File: config.mk
export PLATFORM = sky130hd
export DESIGN_NAME = uart_tx_cfg
export DESIGN_NICKNAME = d
export VERILOG_FILES = /design/src/rtl/uart_tx_cfg.sv
export SDC_FILE = /design/constraint.sdc
export NUM_CORES = 1
export LEC_CHECK = 0
export ABC_AREA = 1
export CORE_ASPECT_RATIO = 1.25
export CORE_MARGIN = 4
export CORE_UTILIZATION = 50
export CTS_BUF_LIST = sky130_fd_sc_hd__clkbuf_8 sky130_fd_sc_hd__clkbuf_16
export DETAILED_ROUTE_END_ITERATION = 16
export PLACE_DENSITY = 0.7
export REMOVE_ABC_BUFFERS = 1
export SLEW_MARGIN = 25
export SYNTH_ARGS = -nofsm -noshare
export SYNTH_HDL_FRONTEND = slang
export SYNTH_SLANG_ARGS = --single-unit
File: constraint.sdc
create_clock -name clk -period 1.8 [get_ports clk]
set_input_delay 0.36 -clock clk [delete_from_list [all_inputs] [get_ports clk]]
set_output_delay 0.36 -clock clk [all_outputs]
set_load 0.1 [all_outputs]
File: src/rtl/uart_tx_cfg.sv
// uart_tx_cfg: parametrised UART transmitter with a one-entry holding register.
// Frame = start bit, DATA_W data bits LSB-first, optional parity, 1 or 2 stop bits,
// each bit BAUD_DIV clocks long. A queued word is loaded at the final stop-bit edge,
// so consecutive frames run with no idle gap on the line.
module uart_tx_cfg #(
    parameter int DATA_W     = 8,
    parameter int BAUD_DIV   = 110,
    parameter int PARITY_EN  = 0,
    parameter int PARITY_ODD = 0,
    parameter int STOP_BITS  = 1
) (
    input  logic              clk,
    input  logic              rst,
    input  logic              trmt,
    input  logic [DATA_W-1:0] tx_data,
    output logic              TX,
    output logic              tx_rdy,
    output logic              busy,
    output logic              tx_done
);

    localparam int BAUD_W = (BAUD_DIV > 1) ? $clog2(BAUD_DIV) : 1;
    // Bit counter covers the data bits and, reused, the stop bits (DATA_W >= 5 > STOP_BITS).
    localparam int BIT_W  = $clog2(DATA_W);

    localparam logic [BAUD_W-1:0] BAUD_LAST  = BAUD_W'(BAUD_DIV - 1);
    localparam logic [BIT_W-1:0]  DATA_LAST  = BIT_W'(DATA_W - 1);
    localparam logic [BIT_W-1:0]  STOP_LAST  = BIT_W'(STOP_BITS - 1);
    localparam logic              PARITY_INV = (PARITY_ODD != 0);

    typedef enum logic [2:0] {
        IDLE,
        START,
        DATA,
        PARITY,
        STOP
    } state_t;

    state_t              state_reg, state_next;
    logic [BAUD_W-1:0]   baud_cnt_reg, baud_cnt_next;
    logic [BIT_W-1:0]    bit_cnt_reg, bit_cnt_next;
    logic [DATA_W-1:0]   shift_reg, shift_next;
    logic                parity_reg, parity_next;
    logic [DATA_W-1:0]   hold_reg, hold_next;
    logic                hold_full_reg, hold_full_next;
    logic                tx_reg, tx_next;
    logic                busy_reg, busy_next;
    logic                tx_done_reg, tx_done_next;

    logic                bit_end;
    logic                load;
    logic                accept;
    logic [DATA_W-1:0]   shift_right;

    // Shift register moved one place towards bit 0; vacated top bit fills with idle level.
    genvar gi;
    generate
        for (gi = 0; gi < DATA_W; gi++) begin : g_shift
            if (gi == DATA_W - 1) begin : g_top
                assign shift_right[gi] = 1'b1;
            end else begin : g_low
                assign shift_right[gi] = shift_reg[gi + 1];
            end
        end
    endgenerate

    // Next-state logic: bit timing, frame sequencing, hold-register load/accept, line value.
    always_comb begin
        state_next     = state_reg;
        baud_cnt_next  = baud_cnt_reg;
        bit_cnt_next   = bit_cnt_reg;
        shift_next     = shift_reg;
        parity_next    = parity_reg;
        hold_next      = hold_reg;
        hold_full_next = hold_full_reg;
        tx_done_next   = 1'b0;
        tx_next        = 1'b1;
        busy_next      = 1'b0;
        load           = 1'b0;
        bit_end        = (baud_cnt_reg == BAUD_LAST);
        accept         = trmt && !hold_full_reg;

        if (state_reg != IDLE) begin
            baud_cnt_next = bit_end ? '0 : baud_cnt_reg + 1'b1;
        end

        case (state_reg)
            IDLE: begin
                if (hold_full_reg) begin
                    load = 1'b1;
                end
            end
            START: begin
                if (bit_end) begin
                    state_next   = DATA;
                    bit_cnt_next = '0;
                end
            end
            DATA: begin
                if (bit_end) begin
                    if (bit_cnt_reg == DATA_LAST) begin
                        state_next   = (PARITY_EN != 0) ? PARITY : STOP;
                        bit_cnt_next = '0;
                    end else begin
                        bit_cnt_next = bit_cnt_reg + 1'b1;
                        shift_next   = shift_right;
                    end
                end
            end
            PARITY: begin
                if (bit_end) begin
                    state_next   = STOP;
                    bit_cnt_next = '0;
                end
            end
            STOP: begin
                if (bit_end) begin
                    if (bit_cnt_reg == STOP_LAST) begin
                        tx_done_next = 1'b1;
                        if (hold_full_reg) begin
                            load = 1'b1;
                        end else begin
                            state_next = IDLE;
                        end
                    end else begin
                        bit_cnt_next = bit_cnt_reg + 1'b1;
                    end
                end
            end
            default: begin
                state_next = IDLE;
            end
        endcase

        // A load needs a full hold register and an accept needs an empty one,
        // so the two are mutually exclusive.
        if (load) begin
            state_next     = START;
            baud_cnt_next  = '0;
            bit_cnt_next   = '0;
            shift_next     = hold_reg;
            parity_next    = (^hold_reg) ^ PARITY_INV;
            hold_full_next = 1'b0;
        end else if (accept) begin
            hold_next      = tx_data;
            hold_full_next = 1'b1;
        end

        case (state_next)
            START:   tx_next = 1'b0;
            DATA:    tx_next = shift_next[0];
            PARITY:  tx_next = parity_next;
            default: tx_next = 1'b1;
        endcase
        busy_next = (state_next != IDLE);
    end

    // State and output registers; reset discards in-flight and queued words.
    always_ff @(posedge clk) begin
        if (rst) begin
            state_reg     <= IDLE;
            baud_cnt_reg  <= '0;
            bit_cnt_reg   <= '0;
            shift_reg     <= '0;
            parity_reg    <= 1'b0;
            hold_reg      <= '0;
            hold_full_reg <= 1'b0;
            tx_reg        <= 1'b1;
            busy_reg      <= 1'b0;
            tx_done_reg   <= 1'b0;
        end else begin
            state_reg     <= state_next;
            baud_cnt_reg  <= baud_cnt_next;
            bit_cnt_reg   <= bit_cnt_next;
            shift_reg     <= shift_next;
            parity_reg    <= parity_next;
            hold_reg      <= hold_next;
            hold_full_reg <= hold_full_next;
            tx_reg        <= tx_next;
            busy_reg      <= busy_next;
            tx_done_reg   <= tx_done_next;
        end
    end

    assign TX      = tx_reg;
    assign tx_rdy  = !hold_full_reg;
    assign busy    = busy_reg;
    assign tx_done = tx_done_reg;

endmodule

---- Word-level counts from Yosys, hierarchy flattened ----
Cells that the tools add are included.
operators by class
  mux-type cells .......................... 27
  reduce and logical (&&, ||, !) cells .... 16
  add/sub/neg operators ................... 2
  bitwise gates (word level) .............. 3
  equality and inequality tests ........... 14
operator list
  operator                                                               count
  3-bit 2-to-1 mux                                                       13
  8-bit 2-to-1 mux                                                       4
  3-bit case mux with 5 select lines                                     1
  3-bit by 2-bit equality test with 1-bit output, second input constant  4
  3-bit case mux with 3 select lines                                     1
  3-bit nonzero test                                                     3
  2-bit != test, second input constant                                   4
  8-bit XOR reduction                                                    1
  7-bit by 1-bit adder with 7-bit output, second input constant          1
  7-bit equality test, second input constant                             1
  7-bit 2-to-1 mux                                                       1
  3-bit by 1-bit equality test with 1-bit output, second input constant  2
  3-bit equality test, second input constant                             2
  3-bit logical NOT                                                      2
  1-bit 2-to-1 mux                                                       5
  5-bit AND reduction                                                    1
  2-bit nonzero test                                                     2
  2-bit OR reduction                                                     2
  3-bit by 1-bit adder with 3-bit output, second input constant          1
  1-bit inverter                                                         3
  1-bit case mux with 3 select lines                                     1
  3-bit AND reduction                                                    1
  3-bit OR reduction                                                     1
  2-bit by 1-bit != test with 1-bit output, second input constant        1
  4 further kinds                                                        4
word-level totals
  register bits after elaboration ......... 34
  output and inout port bits .............. 4
  logic and storage cells ................. 73
  input port bits ......................... 11

---- Logic depth before layout (Yosys ltp) ----
Gate-level depths: netlist (run 1).
  depth in word-level cells ............... 7
  mapped depth ............................ 12
  depth with buffers taken out ............ 12

---- Worst setup path after synthesis (run 1) ----
OpenSTA, ideal clock, no wires.
  path type ............................... reg2reg
  start ................................... register hold_full_reg
  end ..................................... register baud_cnt_reg[5]
  setup time .............................. 78 ps
  buffers on the path ..................... 0
  period minus slack after synthesis ...... 1,730 ps
  stages on the path, launching flop included .. 8
  slack ................................... 70 ps
  arrival time ............................ 1,652 ps
  data required time ...................... 1,722 ps
  cell sequence ........................... dfxtp_1 inv_1 nor2_2 nand3_4 nand2_8 inv_4 o211ai_2 nor3_1
on the way
  cells in the longest elaborated chain, start to end .. 5
ends and longest elaborated chain
  item                                    line     text
  from (decl)                             45       logic hold_full_reg, hold_full_next;
  from (signal assigned)                  178      hold_full_reg <= hold_full_next;
  1-bit 2-to-1 mux (*)                    89, 120
  1-bit 2-to-1 mux                        118      if (bit_cnt_reg == STOP_LAST) begin
  1-bit 2-to-1 mux                        117      if (bit_end) begin
  1-bit case mux with 2 select lines (*)  87       case (state_reg)
  2-bit OR reduction (no line) (*)        -
  to (signal assigned)                    173      baud_cnt_reg <= baud_cnt_next;
  to (decl)                               40       logic [BAUD_W-1:0] baud_cnt_reg, baud_cnt_next;
Every way passes the cells marked *; elsewhere a longest branch is shown, timed or not.
A chain may end at the register's enable or synchronous reset.

---- Final worst setup path (run 1) ----
  start ................................... register baud_cnt_reg[0]
  end ..................................... register bit_cnt_reg[2]
on the way
  cells in the longest elaborated chain, start to end .. 4
  elaborated cells on any way between the ends .. 8
  classes of those cells .................. eq/ne: 4; mux: 2; reduce/logical: 2
ends and longest elaborated chain
  item                                line  text
  7-bit equality test (*)             80    bit_end = (baud_cnt_reg == BAUD_LAST);
  1-bit 2-to-1 mux                    117
  1-bit case mux with 2 select lines  87
  2-bit OR reduction (no line)        -
  to (signal assigned)                174   bit_cnt_reg <= bit_cnt_next;
  to (decl)                           41    logic [BIT_W-1:0] bit_cnt_reg, bit_cnt_next;
Marked as above.

==> impl_metrics.tcl, run 1 <==
set metrics [dict create \
    drc 0 \
    crit_arrival_ns 1.77 \
    power_mw 1.68 \
    rrSetupSlack_ns 0.20 \
    grt-ovfl-total 0 \
    power_density_mw_per_mm2 792 \
    hold_class "reg2reg" \
    r2r_cells 8 \
    final_util 0.610 \
    dr.pass1.iters 4 \
    hpwl_um 2750 \
    area_delta_synth_final_pct 17.1 \
    cts_buffers 5 \
    num_vias 1598 \
    wl_per_cell_um 10.8 \
    core_mm2 0.00348 \
    synth_area_mm2 0.00181 \
    cp.required_ns 1.97 \
    portBuffers 14 \
    synth_area_per_cell_um2 6.89 \
    cts_setup_buffers 0 \
    clock_sinks 34 \
    insertion_delay_ns 0.29 \
    drv_slew 0 \
    layout_common_cells "64 x nand2_1, 43 x nor2_1, 34 x dfxtp_1, 34 x inv_1, 15 x o21ai_0" \
    crit_fanout 9 \
    htreeDepth 2 \
    ys_ff_latch 34 \
    clock_path_buffers 2 \
    drive_above_1_share 0.131 \
    ctsHoldBuffers 0 \
    synthMuxAreaShare 0 \
    hold_viol 0 \
    period_share 0.888 \
    final_common_cell "nand2_1" \
    clk_pin_slew_ns 0.07 \
    crit_type "reg2reg" \
    synth_xor_area_frac 0.00966 \
    grt_use_total 0.179 \
    synth_edf_count 0 \
    drt-initial-drc-count 34 \
    n_antenna_cell 0 \
    grt_setup_unrepaired "false" \
    cts_tree "built" \
    synthAdderAreaFrac 0.0345 \
    grt_pass1_vias 1417 \
    place_area_mm2 0.00204 \
    cellLeakagePower_nw 0.956 \
    wirelength_um 3480 \
    ys_seq_area_frac 0.375 \
    synthSimpleGateAreaFrac 0.371 \
    min-delay-start "hold_reg[5]$_SDFFE_PP0P_" \
    grt_max_degree 15 \
    cap_violations 0 \
    drtAntennaViolNets 0 \
    synthArstFlopShare 0 \
    worst_slew_pin_slew_ns 0.371 \
    max-slew-margin-rel 0.750 \
    r2r_start "baud_cnt_reg[0]$_SDFFE_PP0P_" \
    io_pins 15 \
    max_freq_ghz 0.625 \
    ir_drop_v 0.000630 \
    end_kind "flop" \
    whs_path_depth 2 \
    finalClockSkew_ns 0.00541 \
    ys_warn_count 0 \
    synth_cell_types 32 \
    startpoint_type "flop" \
    gp_congestion 0.817 \
    finalInstanceArea_mm2 0.00212 \
    synth_top_family_by_area "simple AND/OR/NAND/NOR gates" \
    fin_crit_ns 1.60 \
    start_util 0.520 \
    die_area_mm2 0.00466 \
    synthCells 263 \
    dieHeight_um 75.3 \
    r2r_end "bit_cnt_reg[2]$_SDFFE_PP0P_" \
    via_per_inst 4.96 \
    antenna_found_initial 0 \
    synthFlopType "dfxtp_1" \
    synth_compound_area_frac 0.119 \
    status "completed" \
    finalSetupViolCount 0 \
    finalSetupTns_ns 0 \
    min_to "hold_reg[5]$_SDFFE_PP0P_" \
    fp-row-count 24 \
    grt_pass1_wl_um 6100 \
    root_buffer "clkbuf_8" \
    die_width_um 61.9 \
    nNetsFinal 298 \
    cts-resized-gates 0 \
]
## per-stage QoR
| stage | setup slack (ns) | hold slack, ns | instances |
|---|---|---|---|
| after detailed placement | 0.120 | 0.486 | 314 |
| after CTS | 0.141 | 0.496 | 322 |
| after global routing | 0.0296 | 0.528 | 322 |
| after global placement | 0.160 | 0.484 | 314 |
| after floorplan | 0.0677 | 0.429 | 260 |
| final | 0.201 | 0.497 | 322 |
## worst max path at each step
stage,depth (start not counted),startpoint,end,slack (ns)
floorplan,7,hold_full_reg$_SDFFE_PP0P_,baud_cnt_reg[5]$_SDFFE_PP0P_,0.07
global placement,6,trmt,hold_reg[4]$_SDFFE_PP0P_,0.16
detailed placement,6,trmt,hold_reg[4]$_SDFFE_PP0P_,0.12
CTS,8,baud_cnt_reg[0]$_SDFFE_PP0P_,bit_cnt_reg[2]$_SDFFE_PP0P_,0.14
global route,8,baud_cnt_reg[0]$_SDFFE_PP0P_,bit_cnt_reg[1]$_SDFFE_PP0P_,0.03
finish,8,baud_cnt_reg[0]$_SDFFE_PP0P_,bit_cnt_reg[2]$_SDFFE_PP0P_,0.20
## logic make-up (layout without fill, tap and decap cells)
family | count (synthesis) | after routing
AND/OR/NAND/NOR | 141 | 141
buffers and inverters | 43 | 63
XOR/XNOR | 2 | 2
flip-flops | 34 | 34
AO/OA/AOI/OAI | 38 | 38
adder cells (fa/ha/maj) | 5 | 5
## metal layers
layer | vias up | track usage | wire length [um]
li1 | 867 | - | -
met4 | 0 | 0.0637 | 59
met2 | 16 | 0.317 | 1790
met3 | 7 | 0.0458 | 102
met1 | 708 | 0.204 | 1520
met5 | - | 0 | 0
## synth_stat cells (2+ instances only)
master | count | area (um2)
nand3_2 | 4 | 40.0
inv_1 | 33 | 124
nand2_2 | 2 | 12.5
clkbuf_1 | 2 | 7.51
o21ai_1 | 4 | 20.0
nand3_1 | 8 | 40.0
nor3_1 | 5 | 25.0
inv_2 | 6 | 22.5
nor2_2 | 3 | 18.8
nor2_1 | 43 | 161
nand4_1 | 4 | 25.0
nor4_1 | 2 | 12.5
nand2_1 | 64 | 240
a21oi_1 | 13 | 65.1
a31oi_1 | 2 | 12.5
o21ai_0 | 15 | 75.1
dfxtp_1 | 34 | 681
ha_1 | 5 | 62.6
## critical path, cell delays in order (launching register included)
cell and delay (ns):
dfxtp_1 0.38, ha_1 0.20, nand3_2 0.13, nor2_8 0.20, nand3_4 0.14, nand2_8 0.12
inv_4 0.05, nand2_1 0.18, nor2_1 0.08
## final cells by class
cell class | count | area (um2)
fillers | 343 | 1360
repair buffers | 15 | 188
clock inverters | 3 | 17.5
clock buffers | 5 | 68.8
well taps | 39 | 48.8
inverters | 40 | 153
multi-input cells | 186 | 967
flip-flops and latches | 34 | 681
## power by group
part / switching (mW) / internal (mW)
sequential: 0.0285 / 0.790
clock: 0.282 / 0.267
combinational: 0.199 / 0.114
Note: power is estimated with default switching activity, not from simulation.
==> run 2, diff against run 1 <==
--- a/config.mk
+++ b/config.mk
@@ -11,7 +11,7 @@
 export CORE_UTILIZATION = 50
 export CTS_BUF_LIST = sky130_fd_sc_hd__clkbuf_8 sky130_fd_sc_hd__clkbuf_16
 export DETAILED_ROUTE_END_ITERATION = 16
-export PLACE_DENSITY = 0.7
+export PLACE_DENSITY = 0.8
 export REMOVE_ABC_BUFFERS = 1
 export SLEW_MARGIN = 25
 export SYNTH_ARGS = -nofsm -noshare
==> impl_metrics.tcl, run 2 (synthesized netlist as in run 1, its figures left out) <==
set metrics [dict create \
    ir_drop_v 0.000830 \
    clk_pin_slew_ns 0.08 \
    finalSetupViolCount 0 \
    num_vias 1661 \
    portBuffers 14 \
    hpwl_um 2790 \
    hold_class "reg2reg" \
    nNetsFinal 298 \
    period_share 0.897 \
    cap_violations 0 \
    grt_pass1_wl_um 6680 \
    start_util 0.520 \
    cts_buffers 5 \
    wl_per_cell_um 11.5 \
    final_util 0.617 \
    area_delta_synth_final_pct 18.6 \
    cellLeakagePower_nw 0.957 \
    cts_setup_buffers 0 \
    status "completed" \
    grt_setup_unrepaired "false" \
    fin_crit_ns 1.62 \
    ctsHoldBuffers 0 \
    crit_fanout 9 \
    root_buffer "clkbuf_8" \
    worst_slew_pin_slew_ns 0.358 \
    insertion_delay_ns 0.29 \
    max_stage_delay_ns 0.35 \
    cts-resized-gates 0 \
    cts_tree "built" \
    crit_type "reg2reg" \
    fp-row-count 24 \
    worstPathCellList "inv_1 > ha_1 > nand3_2 > nor2_8 > nand3_4 > nand2_8 > inv_4 > nand2_1 > nor2_1" \
    io_pins 15 \
    drt-initial-drc-count 61 \
    power_density_mw_per_mm2 860 \
    antenna_found_initial 0 \
    drive_above_1_share 0.134 \
    wirelength_um 3690 \
    core_mm2 0.00348 \
    drv_slew 0 \
    die_width_um 61.9 \
    stdcell_count 322 \
    htreeDepth 2 \
    grt_max_degree 15 \
    clock_sinks 34 \
    die_area_mm2 0.00466 \
    grt-ovfl-total 0 \
    finalClockSkew_ns 0.00770 \
    cp.required_ns 1.98 \
    dieHeight_um 75.3 \
    clock_path_buffers 2 \
    n_antenna_cell 0 \
    crit_arrival_ns 1.79 \
    hold_viol 0 \
    max-slew-margin-rel 0.761 \
    finalSetupTns_ns 0 \
    via_per_inst 5.16 \
    gp_congestion 0.852 \
    dp.cells 314 \
    grt_use_total 0.191 \
    drc 0 \
    max_freq_ghz 0.619 \
    startpoint_type "flop" \
    dr.pass1.iters 4 \
    layout_common_cells "64 x nand2_1, 43 x nor2_1, 34 x dfxtp_1, 33 x inv_1, 15 x o21ai_0" \
    grt_pass1_vias 1614 \
    end_kind "flop" \
    cpMaxStageDelayCell "dfxtp_1" \
    final_common_cell "nand2_1" \
    drtAntennaViolNets 0 \
]
## run 2: changes by cell type in the layout (fill, tap and decap cells not counted), sizes merged
cell / delta
clkinvlp: +2
clkinv: -2
inv: -1
bufinv: +1
## run 2: worst paths after layout
| path | from | end | slack [ns] | cells after the start |
|---|---|---|---|---|
| worst max register to register | baud_cnt_reg[1]$_SDFFE_PP0P_ | baud_cnt_reg[1]$_SDFFE_PP0P_ | 0.18 | 9 |
| worst min register to register | hold_reg[5]$_SDFFE_PP0P_ | hold_reg[5]$_SDFFE_PP0P_ | 0.50 | 2 |
| worst max-delay path | baud_cnt_reg[1]$_SDFFE_PP0P_ | baud_cnt_reg[1]$_SDFFE_PP0P_ | 0.18 | 9 |
| worst min-delay path | hold_reg[5]$_SDFFE_PP0P_ | hold_reg[5]$_SDFFE_PP0P_ | 0.50 | 2 |
## run 2: worst max-delay path: cells and delay by family, from the launching register on
| kind | cells | cell delay (ns) |
|---|---|---|
| simple gates | 6 | 0.85 |
| fa+ha+maj | 1 | 0.18 |
| flops | 1 | 0.35 |
| buf+inv | 2 | 0.13 |
## run 2: cell type report
class                      count  area [um2]
sequential                    34         681
clock buffer                   5        68.8
clock inverter                 3        45.0
fill                         338        1330
multi-input combinational    186         967
tap                           39        48.8
inverter                      40         153
timing repair buffer          15         188
## run 2: metrics by stage
step           instance area [um2]  setup slack, ns  total power [mW]  hold WS (ns)
5_1_grt                       2150           0.0122              1.94         0.507
3_5_place_dp                  2040            0.151              1.15         0.485
6_report                      2150            0.185              1.85         0.496
4_1_cts                       2150            0.167              1.87         0.498
3_3_place_gp                  2040            0.181              1.15         0.481
2_1_floorplan                 1800           0.0677              1.05         0.429
## run 2: metal layers
metal / GRT usage / share of wire
met4: 0.0896 / 0.029
met1: 0.203 / 0.41
met5: 0 / 0
met2: 0.349 / 0.53
met3: 0.0407 / 0.030
## run 2: report_power, final
group	total [mW]	internal, mW	leakage [nW]	switching (mW)
Sequential	0.818	0.789	0.277	0.0286
Combinational	0.317	0.114	0.629	0.203
Clock	0.714	0.412	0.0504	0.302
Total	1.85	1.32	0.957	0.533
==> run 3, diff against run 2 <==
--- a/config.mk
+++ b/config.mk
@@ -11,7 +11,8 @@
 export CORE_UTILIZATION = 50
 export CTS_BUF_LIST = sky130_fd_sc_hd__clkbuf_8 sky130_fd_sc_hd__clkbuf_16
 export DETAILED_ROUTE_END_ITERATION = 16
-export PLACE_DENSITY = 0.8
+export DONT_BUFFER_PORTS = 1
+export PLACE_DENSITY = 0.75
 export REMOVE_ABC_BUFFERS = 1
 export SLEW_MARGIN = 25
 export SYNTH_ARGS = -nofsm -noshare
==> impl_metrics.tcl, run 3 (synthesized netlist as in run 1, its figures left out) <==
set metrics [dict create \
    cp.required_ns 1.97 \
    area_delta_synth_final_pct 8.70 \
    io_pins 15 \
    grt_pass1_vias 1466 \
    multi_input_area_um2 967 \
    power_density_mw_per_mm2 844 \
    finalSetupViolCount 0 \
    clock_sinks 34 \
    grt_use_total 0.181 \
    finalClockSkew_ns 0.00336 \
    grt_setup_unrepaired "false" \
    ir_drop_v 0.000591 \
    die_area_mm2 0.00466 \
    gp_congestion 0.781 \
    nNetsFinal 287 \
    crit_arrival_ns 1.71 \
    ctsHoldBuffers 0 \
    layout.area.seq_um2 681 \
    root_buffer "clkbuf_8" \
    end_kind "flop" \
    drtAntennaViolNets 0 \
    insertion_delay_ns 0.29 \
    p_sw_mw 0.492 \
    cts_tree "built" \
    htreeDepth 2 \
    crit_fanout 9 \
    status "completed" \
    cap_violations 0 \
    cpMaxStageDelayCell "dfxtp_1" \
    internal-power_mw 1.17 \
    p_clk_frac 0.346 \
    drive_above_1_share 0.132 \
    max_freq_ghz 0.651 \
    startpoint_type "flop" \
    period_share 0.854 \
    n_antenna_cell 0 \
    grt-ovfl-total 0 \
    finalSetupTns_ns 0 \
    drc 0 \
    worst_slew_pin_slew_ns 0.362 \
    hpwl_um 2760 \
    grt_pass1_wl_um 6170 \
    final_common_cell "nand2_1" \
    p_comb_frac 0.163 \
    dieHeight_um 75.3 \
    antenna_found_initial 0 \
    drv_slew 0 \
    fp-row-count 24 \
    core_mm2 0.00348 \
    crit_type "reg2reg" \
    clock_path_buffers 2 \
    cellLeakagePower_nw 0.898 \
    num_vias 1579 \
    dr.pass1.iters 4 \
    p_seq_frac 0.491 \
    wirelength_um 3540 \
    max-slew-margin-rel 0.757 \
    fin_crit_ns 1.54 \
    portBuffers 0 \
    worstPathCellList "ha_1 > nand3_2 > nor2_8 > nand3_4 > nand2_8 > inv_4 > o211ai_2 > nor2_1" \
    fill_cells 341 \
    grt_max_degree 16 \
    wl_per_cell_um 11.4 \
    max_stage_delay_ns 0.38 \
    drt-initial-drc-count 49 \
    path_buf_inv 1 \
    cts_setup_buffers 0 \
    cts_buffers 5 \
    hold_class "in2reg" \
    cts-resized-gates 0 \
    start_util 0.520 \
    via_per_inst 5.08 \
    switching_share 0.296 \
    die_width_um 61.9 \
    clk_pin_slew_ns 0.07 \
    final_util 0.566 \
    layout_common_cells "64 x nand2_1, 43 x nor2_1, 34 x dfxtp_1, 34 x inv_1, 15 x o21ai_0" \
    critPathTopFamily "simple AND/OR/NAND/NOR gates" \
    hold_viol 0 \
]
-- run 3: layout make-up --
cell class	instances	area share
timing repair buffer	4	0.0152
sequential	34	0.345
tap	39	0.0248
clock buffer	6	0.0419
inverter	40	0.0775
multi-input combinational	186	0.491
clock inverter	2	0.00444
-- run 3: path summary, 6_finish.rpt --
kind | slack (ns) | cells after the start | end | startpoint
min reg2reg | 0.50 | 2 | hold_reg[5]$_SDFFE_PP0P_ | hold_reg[5]$_SDFFE_PP0P_
max reg2reg | 0.26 | 8 | baud_cnt_reg[6]$_SDFFE_PP0P_ | baud_cnt_reg[0]$_SDFFE_PP0P_
max | 0.26 | 8 | baud_cnt_reg[6]$_SDFFE_PP0P_ | baud_cnt_reg[0]$_SDFFE_PP0P_
min | 0.14 | 1 | shift_reg[1]$_SDFFE_PP0P_ | rst
-- run 3: metal layers --
layer  GRT usage  part of all wire  vias up
met1       0.207              0.42      695
met4      0.0778             0.026        0
met3      0.0508             0.037       10
li1            -                 -      846
met5           0                 0        -
met2       0.311              0.51       28
-- run 3: per-stage QoR --
stage          total power [mW]  cell area (um2)  setup WS, ns  std cells  hold slack, ns
2_1_floorplan              1.05             1800        0.0677        260           0.429
3_3_place_gp               1.10             1880         0.300        303           0.434
3_5_place_dp               1.11             1880         0.255        303           0.437
4_1_cts                    1.68             1970         0.248        311           0.130
5_1_grt                    1.75             1970        0.0509        311           0.126
6_report                   1.66             1970         0.263        311           0.138
-- run 3: power groups by stage --
stage	clock, mW	combinational [mW]	sequential (mW)
2_1_floorplan	0	0.192	0.859
3_3_place_gp	0	0.269	0.833
3_5_place_dp	0	0.273	0.834
4_1_cts	0.585	0.274	0.817
5_1_grt	0.616	0.311	0.822
6_report	0.575	0.271	0.817
